File: config.mk
export PLATFORM = sky130hd
export DESIGN_NAME = issue_ctl
export DESIGN_NICKNAME = d
export VERILOG_FILES = /design/src/rtl/issue_ctl.sv
export SDC_FILE = /design/constraint.sdc
export NUM_CORES = 1
export LEC_CHECK = 0
export ABC_AREA = 0
export BUFFER_PORTS_ARGS = -buffer_cell sky130_fd_sc_hd__buf_4
export CORE_ASPECT_RATIO = 1.2
export CORE_UTILIZATION = 54
export DETAILED_ROUTE_END_ITERATION = 7
export HOLD_SLACK_MARGIN = 0.1
export PLACE_DENSITY = 0.93
export SETUP_SLACK_MARGIN = 0.2
export SLEW_MARGIN = 20
export SYNTH_ARGS = -nofsm -noshare
export SYNTH_HDL_FRONTEND = slang
export SYNTH_SLANG_ARGS = --single-unit
File: constraint.sdc
create_clock -name clk_i -period 6.8 [get_ports clk_i]
set_input_delay 2.04 -clock clk_i [delete_from_list [all_inputs] [get_ports clk_i]]
set_output_delay 2.04 -clock clk_i [all_outputs]
set_load 0.05 [all_outputs]
File: src/rtl/issue_ctl.sv
// Issue-stage sequencer: gates the issue-queue head into the EUs and ROB,
// serialises fence/CSR heads and parks after excepting heads until flush.
`timescale 1ns/1ps
module issue_ctl #(
  parameter int NUM_EU = 6,
  parameter int CNT_W  = 32
) (
  input  logic              clk_i,
  input  logic              rst_ni,
  input  logic              flush_i,
  input  logic              iq_valid_i,
  output logic              iq_ready_o,
  input  logic [NUM_EU-1:0] eu_sel_i,
  input  logic              serialize_i,
  input  logic              except_raised_i,
  input  logic [NUM_EU-1:0] eu_ready_i,
  output logic [NUM_EU-1:0] eu_valid_o,
  input  logic              rob_ready_i,
  output logic              rob_valid_o,
  input  logic              rob_empty_i,
  input  logic              ser_commit_i,
  output logic [CNT_W-1:0]  stall_cnt_o,
  output logic [2:0]        state_o
);

  localparam logic [2:0] S_NORMAL      = 3'd0;
  localparam logic [2:0] S_WAIT_EMPTY  = 3'd1;
  localparam logic [2:0] S_WAIT_COMMIT = 3'd2;
  localparam logic [2:0] S_EXC_HOLD    = 3'd3;

  localparam logic [CNT_W-1:0] CNT_ONE =
    {{(CNT_W-1){1'b0}}, 1'b1};

  logic [2:0]       state_q, state_d;
  logic [CNT_W-1:0] stall_q, stall_d;
  logic             eu_ok;
  logic             base_ok;
  logic             issue;

  assign eu_ok = (eu_sel_i == '0) |
                 (|(eu_sel_i & eu_ready_i));

  // Reset and flush both kill every strobe combinationally.
  assign base_ok = rst_ni & iq_valid_i &
                   rob_ready_i & ~flush_i;

  always_comb begin
    issue   = 1'b0;
    state_d = state_q;
    case (state_q)
      S_NORMAL: begin
        if (iq_valid_i & except_raised_i) begin
          issue = base_ok;
          if (issue) state_d = S_EXC_HOLD;
        end else if (iq_valid_i & serialize_i) begin
          state_d = S_WAIT_EMPTY;
        end else begin
          issue = base_ok & eu_ok;
        end
      end
      S_WAIT_EMPTY: begin
        issue = base_ok & eu_ok & rob_empty_i;
        if (issue) state_d = S_WAIT_COMMIT;
      end
      S_WAIT_COMMIT: begin
        if (ser_commit_i) state_d = S_NORMAL;
      end
      S_EXC_HOLD: begin
        state_d = S_EXC_HOLD;
      end
      default: state_d = S_NORMAL;
    endcase
    if (flush_i) state_d = S_NORMAL;
  end

  always_comb begin
    stall_d = stall_q;
    if (iq_valid_i & ~issue & ~flush_i & ~(&stall_q))
      stall_d = stall_q + CNT_ONE;
  end

  always_ff @(posedge clk_i or negedge rst_ni) begin
    if (!rst_ni) begin
      state_q <= S_NORMAL;
      stall_q <= '0;
    end else begin
      state_q <= state_d;
      stall_q <= stall_d;
    end
  end

  assign iq_ready_o  = issue;
  assign rob_valid_o = issue;
  assign eu_valid_o  = {NUM_EU{issue & ~except_raised_i}} &
                       eu_sel_i;
  assign stall_cnt_o = stall_q;
  assign state_o     = state_q;

endmodule

==> results of run 1 <==
-- final cells by class --
| type | instances | area, um^2 | area share, % |
|---|---|---|---|
| well taps | 37 | 46.3 | 1.87 |
| repair buffers | 62 | 465 | 18.8 |
| inverters | 8 | 30.0 | 1.21 |
| flip-flops and latches | 34 | 851 | 34.4 |
| multi-input cells | 150 | 1000 | 40.6 |
| clock buffers | 7 | 76.3 | 3.09 |
-- cell families after synthesis --
group,Yosys count,synth area share (%)
multiplexers,3,1.64
adder cells (fa/ha/maj),6,3.93
flip-flops,34,44.6
AO/OA/AOI/OAI,22,8.58
other,1,0.196
XOR/XNOR,29,13.3
buffers and inverters,12,2.88
AND/OR/NAND/NOR,89,24.9
-- power groups by stage --
stage          combinational [uW]  clock (uW)  sequential [uW]
2_1_floorplan                72.5           0              334
4_1_cts                       221         138              255
3_5_place_dp                  220           0              258
6_report                      219         136              256
3_3_place_gp                  214           0              258
5_1_grt                       232         151              260
-- through the flow --
stage          total power (uW)  utilization [%]  hold slack, ns  cells  setup WS [ns]
2_1_floorplan               406                -           0.787    196          0.984
3_3_place_gp                472             71.2           0.484    291           1.24
3_5_place_dp                479             71.2           0.501    291           1.16
4_1_cts                     614             73.4           0.510    298           1.16
5_1_grt                     642             73.4           0.529    298           1.03
6_report                    610             73.4           0.509    298           1.18
-- sequential cells by signal, summed over array words and instances (netlist names) --
name	count
state_o	2
stall_cnt_o	32
-- worst max-delay path, cell delays in order --
cell	delay [ns]
sky130_fd_sc_hd__buf_4	0.12
sky130_fd_sc_hd__nor4_4	0.28
sky130_fd_sc_hd__a211oi_2	0.13
sky130_fd_sc_hd__a21o_2	0.23
sky130_fd_sc_hd__nor3_1	0.37
sky130_fd_sc_hd__and2_2	0.22
sky130_fd_sc_hd__buf_4	0.19
-- metal layers --
metal | vias up | global-route usage, %
li1 | 815 | -
met1 | 821 | 29.6
met2 | 54 | 41.5
met3 | 6 | 7.66
met4 | 0 | 11.3
met5 | - | 0
-- path summary, 6_finish.rpt --
path / from / to / slack [ns] / cells after the start
hold reg to reg: stall_cnt_o[3] / stall_cnt_o[3] / 0.51 / 1
max in group asynchronous: rst_ni / stall_cnt_o[3] / 4.80 / 1
min in group asynchronous: rst_ni / stall_cnt_o[15] / 1.69 / 1
setup reg to reg: state_o[0] / stall_cnt_o[25] / 4.15 / 7
hold / removal: stall_cnt_o[3] / stall_cnt_o[3] / 0.51 / 1
setup / recovery: eu_sel_i[0] / eu_valid_o[0] / 1.18 / 7
-- layout by cell type, fill, tap and decap left out, types with 2 or more instances in the layout --
cell / instances
sky130_fd_sc_hd__buf_4: 62
sky130_fd_sc_hd__dfrtp_1: 34
sky130_fd_sc_hd__xnor2_1: 22
sky130_fd_sc_hd__nand3_1: 20
sky130_fd_sc_hd__nor2_1: 15
sky130_fd_sc_hd__nand4_1: 15
sky130_fd_sc_hd__nand2_1: 14
sky130_fd_sc_hd__inv_1: 8
sky130_fd_sc_hd__and2_1: 8
sky130_fd_sc_hd__xor2_1: 7
sky130_fd_sc_hd__ha_1: 6
sky130_fd_sc_hd__a21oi_1: 5
sky130_fd_sc_hd__nor3_1: 5
sky130_fd_sc_hd__clkbuf_8: 5
sky130_fd_sc_hd__a22oi_1: 3
sky130_fd_sc_hd__o21ai_0: 2
sky130_fd_sc_hd__nor4_1: 2
sky130_fd_sc_hd__a21boi_1: 2
sky130_fd_sc_hd__mux2i_1: 2
sky130_fd_sc_hd__and3_1: 2
sky130_fd_sc_hd__a211o_1: 2
sky130_fd_sc_hd__clkbuf_1: 2
==> results.env, run 1 <==
DETAIL-ROUTE-ANTENNA-NETS=0
FINALINSTANCEAREA_UM2=2470
SLEW-LIMIT-HEADROOM_PCT=32.2
ANTENNA_VIOLATIONS_BEFORE_REPAIR=0
DRT_WL_TOTAL_MM=4.23
STATUS='completed'
DETAIL_ROUTE.WIRELENGTH.MET1_MM=1.76
TIMING.CRITICAL_PATH.FROM_TYPE='input pin'
WORST_SKEW_PAIR.LATE_LATENCY_NS=0.29
VIA_COUNT=1696
DRIVE_ABOVE_1_SHARE_PCT=29.1
CHIPHEIGHT_UM=67.1
YS.WARNINGS.COUNT=0
TIGHTESTPINTRANSITION_NS=1.02
SETUP_VIOL=0
MET2ROUTEDLENGTH_MM=2.12
FINALHOLDVIOLCOUNT=0
SEQPWRFRAC_PCT=41.9
INTERNAL_POWER_COMPONENT_uW=371
FMAXACHIEVABLE_MHz=178
DIE_W_UM=56.3
DP.FINAL_HPWL_MM=3.16
SWITCHING_SHARE_PCT=39.2
CTS-HOLD-FIX-BUFFERS=0
POWER-PER-CELL-AREA_nW_PER_UM2=247
CTS_RESIZED=0
YOSYS.AREA.TOP_TYPE='sky130_fd_sc_hd__dfrtp_1'
ANTENNA_CELLS=0
CP_DATA_REQUIRED_TIME_NS=4.76
GLOBALPLACE.CONGESTION=0.860
NETLIST_AREA_UM2=1910
DR.FIRST_ITER.DRC_COUNT=103
FINISH.NET_COUNT=288
CLKSLEWWORSTSETUPHOLDPATHS_NS=0.06
CTS_MAX_PATH_BUFFERS=2
SYNTH_AREA_PER_CELL_UM2=9.74
GRT_FIRST_PASS_WIRELENGTH_MM=7.12
TIMING.FINAL.MAX_SLEW_VIOLATIONS=0
FINAL_PERIOD_UTIL_PCT=82.6
POSTPLACECELLAREA_UM2=2400
MET3_LENGTH_UM=267
COMBINATIONAL_GROUP_SHARE_OF_TOTAL_POWER_PCT=35.8
TIMING.CRITICAL_PATH.FANOUT_MAX=6
SYNTHMOSTINSTANTIATEDCELL='sky130_fd_sc_hd__dfrtp_1'
CTS_SINKS=34
FLOORPLAN.INITIALDENSITY_PCT=56.7
GRT_MAX_DEGREE=37
CORE_UM2=3370
TNS_NS=0
YS_SEQ_ELEMENTS=34
ARRIVAL_NS=3.58
ROUTE.DETAILED.WL_PER_INST_UM=14.2
YOSYS_MOST_USED_DFF='sky130_fd_sc_hd__dfrtp_1'
NFILLCELLS=258
SYNTH.CELLS.MOST_FREQUENT='34 x sky130_fd_sc_hd__dfrtp_1, 22 x sky130_fd_sc_hd__xnor2_1, 20 x sky130_fd_sc_hd__nand3_1, 15 x sky130_fd_sc_hd__nand4_1, 15 x sky130_fd_sc_hd__nor2_1'
PLACE.PORT_BUFFERS=62
SYNTH_TOP_AREA_SHARE_PCT=44.6
HTREEDEPTH=2
NUMBER_OF_DISTINCT_LIBRARY_CELLS_AFTER_SYNTHESIS=39
LEAKAGE_uW=0.00115
DETAIL_ROUTE.VIAS_PER_CELL=5.69
TIMING.FINAL.CRIT_PERIOD_NS=5.62
SETUP.WORST_PATH.END_CLASS='primary output'
POST-CTS-SETUP-BUFFERS=0
PEAKVDDDROP_uV=286
SYNTH_AREA_LEADERS='sky130_fd_sc_hd__dfrtp_1 45%, sky130_fd_sc_hd__xnor2_1 10%, sky130_fd_sc_hd__nand3_1 5.2%'
ASYNC_SR_FLOP_FRACTION_PCT=100
SYN2LAYOUT_AREA_GROWTH_PCT=29.5
SYNTH.NET_COUNT=223
SYNTH_ENABLE_FLOP_CELLS=0
DETAIL_ROUTE.DRC_VIOLATIONS=0
MAXCAPVIOLATIONS=0
POWER.CLOCK.FRACTION_PCT=22.3
TRACK_USAGE_PCT=24.8
DETAILEDROUTE.FIRSTPASSITERATIONCOUNT=4
SYNTHESIS.INSTANCES=196
CTS_TREE='built'
OVERFLOW_LEFT_AFTER_GLOBAL_ROUTING=0
YOSYSSEQAREASHARE_PCT=44.6
FP-ROW-COUNT=23
IOPINCOUNT=64
DIE_AREA_UM2=3780
RSZ0062_AT_GRT='no'
WORST_HOLD_PATH_TYPE='reg2reg'
WORST_CLOCK_SKEW_NS=0.00574
SWITCHING_POWER_uW=239
PATH_CLASS='in2out'
FIRST_GLOBAL_VIAS=1598
TOP_LAYER='met4'
CTS-BUFFERS-INSERTED=5
CTS.ROOT.BUFFER_CELL='sky130_fd_sc_hd__clkbuf_8'
No activity file was read; power rests on OpenSTA's default activity.
==> inputs of run 2 (changes only) <==
--- a/config.mk
+++ b/config.mk
@@ -8,10 +8,10 @@
 export ABC_AREA = 0
 export BUFFER_PORTS_ARGS = -buffer_cell sky130_fd_sc_hd__buf_4
 export CORE_ASPECT_RATIO = 1.2
-export CORE_UTILIZATION = 54
+export CORE_UTILIZATION = 50
 export DETAILED_ROUTE_END_ITERATION = 7
 export HOLD_SLACK_MARGIN = 0.1
-export PLACE_DENSITY = 0.93
+export PLACE_DENSITY = 0.87
 export SETUP_SLACK_MARGIN = 0.2
 export SLEW_MARGIN = 20
 export SYNTH_ARGS = -nofsm -noshare
==> constraint.sdc (replaced) <==
create_clock -name clk_i -period 5.2 [get_ports clk_i]
set_input_delay 1.56 -clock clk_i [delete_from_list [all_inputs] [get_ports clk_i]]
set_output_delay 1.56 -clock clk_i [all_outputs]
set_load 0.05 [all_outputs]
==> run 2 against run 1 <==
  * Final cell count is 5.7% higher
  * Die area is 7.7% higher
  * Non-clock buffer count is 1 higher
  * Routed wire length is 3.0% higher
  * Largest cell class unchanged
==> results.env, run 2 (same netlist as run 1, synthesis figures left out) <==
POWER-PER-CELL-AREA_nW_PER_UM2=338  # +37%
MOST_COMMON_CELL_AFTER_LAYOUT_FILL_AND_TAPS_ASIDE='sky130_fd_sc_hd__buf_4'
TIMING.FINAL.MAX_SLEW_VIOLATIONS=0  # unchanged
RSZ0062_AT_GRT='no'
CTS.ROOT.BUFFER_CELL='sky130_fd_sc_hd__clkbuf_8'
TIMING.CRITICAL_PATH.MODE_CELL='sky130_fd_sc_hd__buf_4'
CP_DATA_REQUIRED_TIME_NS=3.64  # -1.12 ns
DRIVE_ABOVE_1_SHARE_PCT=30.4  # +1.3 points
LARGEST_REGISTER_FF_COUNT=32  # unchanged
CTS-HOLD-FIX-BUFFERS=0  # unchanged
CRIT_START='eu_sel_i[0]'
ANTENNA_CELLS=0  # unchanged
STATUS='completed'
FINISH.NET_COUNT=289  # +0.35%
TIMING.CRITICAL_PATH.FANOUT_MAX=6  # unchanged
DRT_WL_TOTAL_MM=4.35  # +3.0%
REGISTER_AREA_UM2=851  # unchanged
FINAL-INSTANCE-COUNT-EXCL-FILL=315  # +5.7%
WORST_SKEW_PAIR.LATE_LATENCY_NS=0.29  # about the same
VIA_COUNT=1690  # -0.35%
ARRIVAL_NS=3.10  # -0.48 ns
FLOORPLAN.INITIALDENSITY_PCT=52.5  # -4.2 points
REPORT.POWER.TOTAL_uW=855  # +40%
MULTIINPUTGATEAREA_UM2=1000  # unchanged
LAYOUT_COMMON_CELLS='63 x sky130_fd_sc_hd__buf_4, 34 x sky130_fd_sc_hd__dfrtp_1, 22 x sky130_fd_sc_hd__xnor2_1'
MIN_DELAY_SRC='stall_cnt_o[4]'
LEAKAGE_uW=0.00117  # +2.1%
CTS-BUFFERS-INSERTED=5  # unchanged
TNS_NS=0  # unchanged
FP-ROW-COUNT=24  # +4.3%
CLKSLEWWORSTSETUPHOLDPATHS_NS=0.07  # about the same
ROUTE.DETAILED.WL_PER_INST_UM=13.8  # -2.6%
CHIPHEIGHT_UM=69.7  # +3.8%
POST-PLACE-CELLS=307  # +5.5%
HTREEDEPTH=2  # unchanged
CPMAXSTAGEDELAYCELL='sky130_fd_sc_hd__nor3_1'
DIE_W_UM=58.4  # +3.8%
POST-CTS-SETUP-BUFFERS=0  # unchanged
GRT_MAX_DEGREE=36  # -2.7%
DETAIL-ROUTE-ANTENNA-NETS=0  # unchanged
DETAIL_ROUTE.VIAS_PER_CELL=5.37  # -5.7%
IOPINCOUNT=64  # unchanged
DR.FIRST_ITER.DRC_COUNT=73  # -29%
HOLD_SLACK_NS=0.510  # +0.00117 ns
WORST_CLOCK_SKEW_NS=0.00187  # -0.00388 ns
MAXCAPVIOLATIONS=0  # unchanged
CTS_SINKS=34  # unchanged
TIMING.FINAL.CRIT_PERIOD_NS=4.66
CORE_UM2=3630  # +7.9%
GRT_FIRST_PASS_WIRELENGTH_MM=7.23  # +1.6%
WORST_HOLD_PATH_TYPE='reg2reg'
SYN2LAYOUT_AREA_GROWTH_PCT=32.6
CTS_MAX_PATH_BUFFERS=2  # unchanged
TRACK_USAGE_PCT=23.1  # -1.7 points
SLEW-LIMIT-HEADROOM_PCT=35.7  # +3.5 points
POSTPLACECELLAREA_UM2=2420  # +1.1%
SETUP_VIOL=0  # unchanged
ANTENNA_VIOLATIONS_BEFORE_REPAIR=0  # unchanged
DETAILEDROUTE.FIRSTPASSITERATIONCOUNT=4  # unchanged
PATH_CLASS='in2out'
DP.FINAL_HPWL_MM=3.25  # +2.8%
CP_CELL_SEQUENCE='buf_4, nor4_4, a211oi_2, a21o_2, nor3_1, and2_2, buf_4'
FINALHOLDVIOLCOUNT=0  # unchanged
OVERFLOW_LEFT_AFTER_GLOBAL_ROUTING=0  # unchanged
SETUP.WORST_PATH.END_CLASS='primary output'
PEAKVDDDROP_uV=255  # -11%
FIRST_GLOBAL_VIAS=1646  # +3.0%
CTS_TREE='built'
NFILLCELLS=288  # +12%
DIE_AREA_UM2=4070  # +7.7%
WORST_PATH_LARGEST_CELL_DELAY_NS=0.36  # about the same
TIMING.CRITICAL_PATH.FROM_TYPE='input pin'
PLACE.PORT_BUFFERS=62  # unchanged
FINAL_PERIOD_UTIL_PCT=89.6
TIGHTESTPINTRANSITION_NS=0.964  # -0.0528 ns
GLOBALPLACE.CONGESTION=0.829  # -3.5%
DETAIL_ROUTE.DRC_VIOLATIONS=0  # unchanged
FMAXACHIEVABLE_MHz=215
CTS_RESIZED=0  # unchanged
FINALINSTANCEAREA_UM2=2530  # +2.4%
CRITICAL_PATH.REG2REG.STARTPOINT='state_o[0]'
run 2: cell count changes in the layout (fill, tap and decap cells not counted):
| cell | delta |
|---|---|
| sky130_fd_sc_hd__clkbuf_1 | -2 |
| sky130_fd_sc_hd__clkinv_2 | +2 |
| sky130_fd_sc_hd__buf_4 | +1 |
| sky130_fd_sc_hd__bufinv_16 | +1 |
run 2: power by group:
group / total [uW] / internal [uW] / leakage (uW) / switching [uW]
clock: 236 / 141 / 0.0000579 / 95.1
sequential: 334 / 295 / 0.000446 / 39.4
combinational: 285 / 99.2 / 0.000666 / 186
run 2: layout make-up:
class	count	share of cell area, %
Tap cell	52	2.57
Clock buffer	5	2.72
Timing Repair Buffer	63	18.7
Inverter	8	1.19
Clock inverter	3	1.58
Sequential cell	34	33.6
Multi-Input combinational cell	150	39.6
run 2: path summary, 6_finish.rpt:
path	endpoint	slack, ns	cells after the start
hold / removal	stall_cnt_o[4]	0.51	1
setup reg to reg	stall_cnt_o[13]	2.59	7
hold reg to reg	stall_cnt_o[4]	0.51	1
setup / recovery	eu_valid_o[0]	0.54	7
min in group asynchronous	stall_cnt_o[9]	1.30	2
max in group asynchronous	stall_cnt_o[2]	3.60	2
run 2: metrics by stage:
step | utilization (%) | worst slack, ns
after floorplan | - | 0.344
after global placement | 66.7 | 0.622
after detailed placement | 66.7 | 0.546
after CTS | 69.7 | 0.554
after global routing | 69.7 | 0.371
final | 69.7 | 0.541
run 2: worst max-delay path: cells and delay by family:
kind,cells,cell delay (ns)
compound gates,2,0.36
simple gates,3,0.87
buf+inv,2,0.32
run 2: routing by layer:
| metal | global-route usage [%] | vias to the layer above | wire (um) |
|---|---|---|---|
| met5 | 0 | - | 0 |
| met2 | 40.6 | 64 | 2200 |
| met4 | 8.20 | 0 | 78 |
| met1 | 26.4 | 797 | 1760 |
| met3 | 5.97 | 11 | 310 |
| li1 | - | 818 | - |
==> inputs of run 3 (changes only) <==
==> constraint.sdc (replaced) <==
create_clock -name clk_i -period 4.9 [get_ports clk_i]
set_input_delay 1.47 -clock clk_i [delete_from_list [all_inputs] [get_ports clk_i]]
set_output_delay 1.47 -clock clk_i [all_outputs]
set_load 0.05 [all_outputs]
==> run 3 against run 2 <==
  * Count of clock-buffer cells in the layout stayed put
  * Non-clock buffer count stayed put
  * Core utilization did not move
  * Worst setup slack got worse by 0.12 ns
  * Critical path type unchanged
  * Global-route usage about the same
  * Register-to-register slack worse by 0.33 ns
  * Sequential power rose by 6.0%
  * Design area stayed put
  * Largest power group unchanged
  * Largest cell class unchanged
  * Critical path depth unchanged
  * Sequential share of layout area is the same
  * Worst hold slack better by 0.00075 ns
  * Via count down 0.95%
==> results.env, run 3 (same netlist as run 1, synthesis figures left out) <==
WORST_CLOCK_SKEW_NS=0.00333  # +0.00147 ns
SYN2LAYOUT_AREA_GROWTH_PCT=32.6  # unchanged
CLKSLEWWORSTSETUPHOLDPATHS_NS=0.07  # about the same
FINALHOLDVIOLCOUNT=0  # unchanged
ROUTE.DETAILED.WL_PER_INST_UM=13.8  # +0.25%
DR.FIRST_ITER.DRC_COUNT=73  # unchanged
OVERFLOW_LEFT_AFTER_GLOBAL_ROUTING=0  # unchanged
GRT_FIRST_PASS_WIRELENGTH_MM=7.22  # about the same
RSZ0062_AT_GRT='no'
CTS-BUFFERS-INSERTED=5  # unchanged
DP.FINAL_HPWL_MM=3.25  # +0.14%
FIN_WS_NS=0.422  # -0.119 ns
GLOBALROUTEMET1UTIL_PCT=26.3  # -0.12 points
GRT_MAX_DEGREE=36  # unchanged
POST-CTS-SETUP-BUFFERS=0  # unchanged
CTS_SINKS=34  # unchanged
CTS-HOLD-FIX-BUFFERS=0  # unchanged
SETUP.WORST_PATH.END_CLASS='primary output'
INTERNAL_POWER_COMPONENT_uW=567  # +6.1%
MAXCAPVIOLATIONS=0  # unchanged
GRT.MET3_USAGE_PCT=5.97  # unchanged
TNS_NS=0  # unchanged
ARRIVAL_NS=3.01  # -0.09 ns
WORST_HOLD_PATH_TYPE='reg2reg'
TIMING.FINAL.CRIT_PERIOD_NS=4.48
CTS_RESIZED=0  # unchanged
SWITCHING_SHARE_PCT=37.4  # about the same
PLACE.PORT_BUFFERS=62  # unchanged
DETAIL_ROUTE.DRC_VIOLATIONS=0  # unchanged
HTREEDEPTH=2  # unchanged
TOP_USAGE_LAYER='met2'
DETAIL_ROUTE.VIAS_PER_CELL=5.31  # -0.95%
DRT_WL_TOTAL_MM=4.36  # +0.25%
CTS_MAX_PATH_BUFFERS=2  # unchanged
POWER-PER-CELL-AREA_nW_PER_UM2=358  # +6.1%
DETAIL-ROUTE-ANTENNA-NETS=0  # unchanged
CORE_UM2=3630  # unchanged
DRIVE_ABOVE_1_SHARE_PCT=30.4  # unchanged
TIMING.CRITICAL_PATH.FANOUT_MAX=6  # unchanged
TIGHTESTPINTRANSITION_NS=1.00  # +0.0389 ns
ANTENNA_CELLS=0  # unchanged
MOST_COMMON_CELL_AFTER_LAYOUT_FILL_AND_TAPS_ASIDE='sky130_fd_sc_hd__buf_4'
LEAKAGE_uW=0.00117  # unchanged
DIE_AREA_UM2=4070  # unchanged
GR-USAGE-MET2_PCT=40.6  # unchanged
WORST_SKEW_PAIR.LATE_LATENCY_NS=0.29  # about the same
CP_DATA_REQUIRED_TIME_NS=3.43  # -0.21 ns
VIA_COUNT=1674  # -0.95%
TIMING.FINAL.MAX_SLEW_VIOLATIONS=0  # unchanged
PATH_CLASS='in2out'
DIE_W_UM=58.4  # unchanged
SWITCHING_POWER_uW=339  # +6.0%
CTS_TREE='built'
PRE_CTS_WS_NS=0.426  # -0.120 ns
COMBINATIONAL_GROUP_SHARE_OF_TOTAL_POWER_PCT=33.4  # about the same
TRACK_USAGE_PCT=23.1  # +0.039 points
IOPINCOUNT=64  # unchanged
ANTENNA_VIOLATIONS_BEFORE_REPAIR=0  # unchanged
DETAILEDROUTE.FIRSTPASSITERATIONCOUNT=4  # unchanged
LAYOUT_COMMON_CELLS='63 x sky130_fd_sc_hd__buf_4, 34 x sky130_fd_sc_hd__dfrtp_1, 22 x sky130_fd_sc_hd__xnor2_1'
FINISH.NET_COUNT=289  # unchanged
PEAKVDDDROP_uV=314  # +23%
GLOBALPLACE.CONGESTION=0.829  # unchanged
FP-ROW-COUNT=24  # unchanged
POST-PLACE-CELLS=307  # unchanged
SETUP_VIOL=0  # unchanged
SLEW-LIMIT-HEADROOM_PCT=33.1  # -2.6 points
FINAL-INSTANCE-COUNT-EXCL-FILL=315  # unchanged
STATUS='completed'
CHIPHEIGHT_UM=69.7  # unchanged
FINAL_PERIOD_UTIL_PCT=91.4
TIMING.CRITICAL_PATH.FROM_TYPE='input pin'
LARGEST_REGISTER_FF_COUNT=32  # unchanged
FMAXACHIEVABLE_MHz=223
FLOORPLAN.INITIALDENSITY_PCT=52.5  # unchanged
CTS.ROOT.BUFFER_CELL='sky130_fd_sc_hd__clkbuf_8'
POWER.CLOCK.FRACTION_PCT=27.6  # about the same
SEQPWRFRAC_PCT=39.1  # about the same
FIRST_GLOBAL_VIAS=1674  # +1.7%
## run 3: cell counts in the layout (fill, tap and decap cells not counted)
No cell type changed its count.
## run 3: area by class of cell
class,count,area (um^2)
repair buffers,63,473
fillers,282,1100
multi-input cells,150,1000
flip-flops and latches,34,851
inverters,8,30.0
clock buffers,5,68.8
clock inverters,3,40.0
well taps,52,65.1
## run 3: per-layer routing
metal / vias up / share of wire, %
met4: 0 / 1.4
met3: 7 / 7.1
met1: 787 / 40
met5: - / 0
li1: 815 / -
met2: 65 / 51
## run 3: worst paths after layout
path                                 from               to  slack (ns)  cells past startpoint
setup / recovery              eu_sel_i[0]    eu_valid_o[0]        0.42                      7
hold / removal             stall_cnt_o[4]   stall_cnt_o[4]        0.51                      1
setup reg to reg               state_o[0]  stall_cnt_o[13]        2.26                      7
hold reg to reg            stall_cnt_o[4]   stall_cnt_o[4]        0.51                      1
max in group asynchronous          rst_ni   stall_cnt_o[2]        3.39                      2
min in group asynchronous          rst_ni  stall_cnt_o[10]        1.21                      2
## run 3: per-stage QoR
step                util [%]  hold WS (ns)  total power (uW)  area [um^2]
detailed placement      66.7         0.497               664         2420
global route            69.7         0.533               954         2530
floorplan                  -         0.787               564         1910
global placement        66.7         0.485               656         2420
CTS                     69.7         0.514               916         2530
finish                  69.7         0.511               907         2530
## run 3: critical path: stages
cell and delay, ns:
sky130_fd_sc_hd__buf_4 0.13, sky130_fd_sc_hd__nor4_4 0.29, sky130_fd_sc_hd__a211oi_2 0.13, sky130_fd_sc_hd__a21o_2 0.23, sky130_fd_sc_hd__nor3_1 0.36, sky130_fd_sc_hd__and2_2 0.22
sky130_fd_sc_hd__buf_4 0.19
## run 3: power groups by stage
stage                     Combinational, uW  Sequential [uW]  Clock (uW)
after global routing                    324              362         268
after floorplan                         101              463           0
after CTS                               306              354         256
after detailed placement                305              359           0
final                                   302              354         250
after global placement                  298              358           0
